===== src/rtl/d_pkg.sv =====
// Shared definitions for the d_join_alu CGRA stage: op encodings and default op-select width.
// Pure constants; no logic.
package d_pkg;

    localparam int D_OP_WIDTH = 4;

    localparam logic [D_OP_WIDTH-1:0] OP_ADD    = 4'd0;
    localparam logic [D_OP_WIDTH-1:0] OP_SUB    = 4'd1;
    localparam logic [D_OP_WIDTH-1:0] OP_MUL    = 4'd2;
    localparam logic [D_OP_WIDTH-1:0] OP_AND    = 4'd3;
    localparam logic [D_OP_WIDTH-1:0] OP_OR     = 4'd4;
    localparam logic [D_OP_WIDTH-1:0] OP_XOR    = 4'd5;
    localparam logic [D_OP_WIDTH-1:0] OP_SHL    = 4'd6;
    localparam logic [D_OP_WIDTH-1:0] OP_SHR    = 4'd7;
    localparam logic [D_OP_WIDTH-1:0] OP_ASR    = 4'd8;
    localparam logic [D_OP_WIDTH-1:0] OP_LT     = 4'd9;
    localparam logic [D_OP_WIDTH-1:0] OP_EQ     = 4'd10;
    localparam logic [D_OP_WIDTH-1:0] OP_PASS_A = 4'd11;
    localparam logic [D_OP_WIDTH-1:0] OP_PASS_B = 4'd12;

endpackage


===== src/rtl/d_alu.sv =====
// Combinational two-operand ALU, zero latency, no handshake.
// Shifts use only the low log2(DATA_WIDTH) bits of b; unused op codes yield 0.
module d_alu
    import d_pkg::*;
#(
    parameter int DATA_WIDTH = 32,
    parameter int OP_WIDTH   = D_OP_WIDTH
) (
    input  logic [DATA_WIDTH-1:0] a,
    input  logic [DATA_WIDTH-1:0] b,
    input  logic [OP_WIDTH-1:0]   op,
    output logic [DATA_WIDTH-1:0] y
);

    localparam int SH_W = $clog2(DATA_WIDTH);

    logic [SH_W-1:0]       sh;
    logic [DATA_WIDTH-1:0] prod;
    logic                  lt;
    logic                  eq;

    assign sh   = b[SH_W-1:0];
    assign prod = a * b;
    assign lt   = $signed(a) < $signed(b);
    assign eq   = (a == b);

    always_comb begin
        y = '0;
        case (op)
            OP_ADD:    y = a + b;
            OP_SUB:    y = a - b;
            OP_MUL:    y = prod;
            OP_AND:    y = a & b;
            OP_OR:     y = a | b;
            OP_XOR:    y = a ^ b;
            OP_SHL:    y = a << sh;
            OP_SHR:    y = a >> sh;
            OP_ASR:    y = $unsigned($signed(a) >>> sh);
            OP_LT:     y = {{(DATA_WIDTH-1){1'b0}}, lt};
            OP_EQ:     y = {{(DATA_WIDTH-1){1'b0}}, eq};
            OP_PASS_A: y = a;
            OP_PASS_B: y = b;
            default:   y = '0;
        endcase
    end

endmodule


===== src/rtl/d_join_alu.sv =====
// Joins two operand streams, applies the configured ALU op, and buffers results in main+skid registers.
// One cycle fire-to-dout latency; ready toward upstream depends only on skid occupancy, never on dout_r.
module d_join_alu
    import d_pkg::*;
#(
    parameter int DATA_WIDTH = 32,
    parameter int OP_WIDTH   = D_OP_WIDTH
) (
    input  logic                  clock,
    input  logic                  reset,
    input  logic [DATA_WIDTH-1:0] din1,
    input  logic                  din1_v,
    output logic                  din1_r,
    input  logic [DATA_WIDTH-1:0] din2,
    input  logic                  din2_v,
    output logic                  din2_r,
    input  logic [OP_WIDTH-1:0]   op,
    output logic [DATA_WIDTH-1:0] dout,
    output logic                  dout_v,
    input  logic                  dout_r
);

    logic [DATA_WIDTH-1:0] skid_d;
    logic                  skid_v;
    logic [DATA_WIDTH-1:0] result;
    logic                  space;
    logic                  fire;

    // Each side's ready waits for the other's valid so the pair moves atomically.
    assign space  = ~skid_v;
    assign fire   = din1_v & din2_v & space;
    assign din1_r = space & din2_v;
    assign din2_r = space & din1_v;

    d_alu #(
        .DATA_WIDTH (DATA_WIDTH),
        .OP_WIDTH   (OP_WIDTH)
    ) u_alu (
        .a  (din1),
        .b  (din2),
        .op (op),
        .y  (result)
    );

    always_ff @(posedge clock or negedge reset) begin
        if (!reset) begin
            dout   <= '0;
            dout_v <= 1'b0;
            skid_d <= '0;
            skid_v <= 1'b0;
        end else if (dout_v && dout_r) begin
            // Skid holds the older result, and fire is blocked while it is occupied.
            if (skid_v) begin
                dout   <= skid_d;
                skid_v <= 1'b0;
            end else if (fire) begin
                dout <= result;
            end else begin
                dout_v <= 1'b0;
            end
        end else if (!dout_v) begin
            if (fire) begin
                dout   <= result;
                dout_v <= 1'b1;
            end
        end else if (fire) begin
            skid_d <= result;
            skid_v <= 1'b1;
        end
    end

endmodule


===== config.mk =====
export PLATFORM = sky130hd
export DESIGN_NAME = d_join_alu
export DESIGN_NICKNAME = d
export VERILOG_FILES = /design/src/rtl/d_pkg.sv /design/src/rtl/d_alu.sv /design/src/rtl/d_join_alu.sv
export SDC_FILE = /design/constraint.sdc
export NUM_CORES = 2
export LEC_CHECK = 0
export BUFFER_PORTS_ARGS = -buffer_cell sky130_fd_sc_hd__buf_2
export CAP_MARGIN = 20
export CORE_UTILIZATION = 41
export CTS_BUF_LIST = sky130_fd_sc_hd__clkbuf_8
export DETAILED_ROUTE_END_ITERATION = 8
export SYNTH_ARGS = -nofsm -noshare
export SYNTH_HDL_FRONTEND = slang
export SYNTH_SLANG_ARGS = --single-unit

===== constraint.sdc =====
create_clock -name clock -period 2.7 [get_ports clock]
set_input_delay 0.135 -clock clock [delete_from_list [all_inputs] [get_ports clock]]
set_output_delay 0.135 -clock clock [all_outputs]
set_load 0.005 [all_outputs]

==> flow_summary.toml <==
[floorplan]
rows = 93
die_x_um = 256.9
ioPinCount = 108
die_height_um = 256.9
dieArea_um2 = 65980
coreArea_um2 = 64350
start_util_pct = 41.39

[setup_path]
crit_fanout = 9
r2r_start = "skid_v"
worstPathRequired_ns = 2.92
critical_path_class = "in2reg"
cp_common_cell = "fa_1"
cp.arrival_ns = 7.01
start_kind = "input pin"
cp-startpoint = "din2[10]"
critPathMaxStageDelay_ns = 0.56
cp-end-kind = "flop"
r2r_slack_ns = 0.53
cp_slowest_cell = "fa_1"

[cells_and_area]
layout_common_cells = "buf_4, nor2_1, inv_1"
stdcell_count = 5014
drive_gt1_share_pct = 34.44
syn2layout_area_growth_pct = 43.04
mostFrequentLayoutCell = "buf_4"
final_nets = 4857

[timing]
clock.fmax_mhz = 147.2
setup_ws_ns = -4.094
rsz0062_at_grt = "true"
period_needed_ns = 6.794
hold_viol = 0
report.final.setup_viol = 61
skew_ns = 0.005624
min_period_over_period_pct = 251.6
tightest_slew_ns = 1.131
slew_violations = 0
slew_headroom_pct = 24.50

[routing]
vias_per_cell = 5.901
wl_per_cell_um = 28.41
ant_nets = 0
drt_pass1_iterations = 8
route.vias.total = 29586
drt_iter0_drc = 3560
wl_mm = 142.4
drc = 0

[clock_network]
clkSinkCount = 66
cts_max_level = 3
numCtsBuffers = 9
tritoncts = "built"
root_buffer = "clkbuf_8"
cts.path.max_buffers = 2
clk_latency_ns = 0.34
clk_pin_slew_worst_paths_ns = 0.07

[logic_synthesis]
ys_ff_latch = 66
yosys-top-cells-area = "fa_1, ha_1, nor2_1"
syn_nets = 4024
yosysUniqueCellTypes = 98
synth_area_um2 = 26630
yosysTopAreaCellShare_pct = 30.82
async_flop_share_pct = 100.0
avgSynthCellArea_um2 = 8.020
synth_edf_count = 0
yosysWarnings = 0
yosysSeqAreaShare_pct = 6.201
synthFlopType = "dfrtp_1"
syn_inst = 3321
yosys.area.top_type = "fa_1"

[place]
port_buffers = 107
routabilityCongestion = 1.088
placedCellCount = 4922
dpl.hpwl_mm = 116.9
pre_cts_ws_ns = -4.652

[status]
outcome = "finished, violations left"
violations = "setup timing"

[grt]
grt_pass1_wl_mm = 204.7
overflow = 0
antenna_found_initial = 1
grt_usage_pct = 42.88
grt_pass1_vias = 29984
grt_max_degree = 45

[flow_run]
max_cap_violations = 0

[hold_path]
holdCritStartpoint = "din1_v"
hp-class = "in2reg"
area by class of cell:
type	count	area (µm²)
timing repair buffer	1046	9139
clock buffer	10	137.6
inverter	471	1841
clock inverter	5	47.55
fill	5853	26250
multi-input combinational	2560	24210
antenna	1	2.502
tap	855	1070
sequential	66	1652
state kept, by name (all words and copies together) (netlist names):
register / flops
dout: 32
skid_d: 32
dout_v: 1
skid_v: 1
final timing paths:
kind | end | depth (start not counted)
min in group asynchronous | dout[2] | 2
min reg2reg | skid_d[19] | 2
min | skid_v | 3
max | dout[31] | 25
max in group asynchronous | dout[22] | 3
max reg2reg | skid_d[15] | 5
logic make-up after synthesis:
logic type,count (synthesis),share of synthesized area (%)
muxes,93,4.810
AOI/OAI and AO/OA,693,17.76
xor gates and xnor gates,92,3.025
and+or+nand+nor,1052,16.65
adders and majority gates,630,41.15
buffers and inverters,695,10.40
DFF,66,6.201
per-stage QoR:
step	hold WS (ns)	setup TNS, ns	utilization, %	area, µm²
after detailed placement	0.2305	-227.43	53.86	34660
after floorplan	-0.1606	-189.01	-	27120
after global routing	0.1352	-196.88	59.20	38090
final	0.09534	-189.26	59.20	38100
after CTS	0.08045	-186.40	57.92	37270
after global placement	0.2274	-224.06	53.86	34660
synth_stat cells (12+ instances only):
| cell | count |
|---|---|
| a211oi_1 | 28 |
| a21o_1 | 29 |
| a21oi_1 | 168 |
| a221oi_1 | 27 |
| a222oi_1 | 14 |
| a22o_1 | 20 |
| a22oi_1 | 37 |
| a31oi_1 | 20 |
| and3_1 | 17 |
| buf_1 | 26 |
| buf_2 | 25 |
| clkbuf_1 | 149 |
| dfrtp_1 | 66 |
| fa_1 | 410 |
| ha_1 | 220 |
| inv_1 | 456 |
| mux2i_1 | 56 |
| mux4_2 | 27 |
| nand2_1 | 343 |
| nand2b_1 | 22 |
| nand3_1 | 44 |
| nand4_1 | 12 |
| nor2_1 | 502 |
| nor2b_1 | 21 |
| nor3_1 | 32 |
| nor4_1 | 15 |
| o211ai_1 | 26 |
| o21ai_0 | 140 |
| o21ai_1 | 15 |
| o21bai_1 | 16 |
| o221ai_1 | 13 |
| o31ai_1 | 17 |
| xnor2_1 | 73 |
| xor2_1 | 19 |
worst max-delay path, delay by kind of cell:
| kind | cells | cell delay, ns |
|---|---|---|
| adders and majority gates | 10 | 4.31 |
| AOI/OAI and AO/OA | 5 | 1.11 |
| buffers and inverters | 7 | 0.81 |
| and+or+nand+nor | 2 | 0.50 |
| xor gates and xnor gates | 1 | 0.11 |
timing repair:
item | CTS | global route
cloned | 6 | 0
gates resized for setup | 406 | 146
pin swaps | 159 | 123
hold buffers | 2 | 0
endpoints found under the setup margin | 64 | 63
setup buffers | 54 | 31
endpoints found under the hold margin | 33 | 0
routing by layer:
metal	track usage, %	routed length (µm)
met5	0	0
met4	25.38	11010
met3	9.112	14810
met2	64.29	60350
met1	56.92	56280
Power is left out: the tool's default activity adds up to more than one toggle a clock period on the data nets, which glitch-free logic cannot reach.
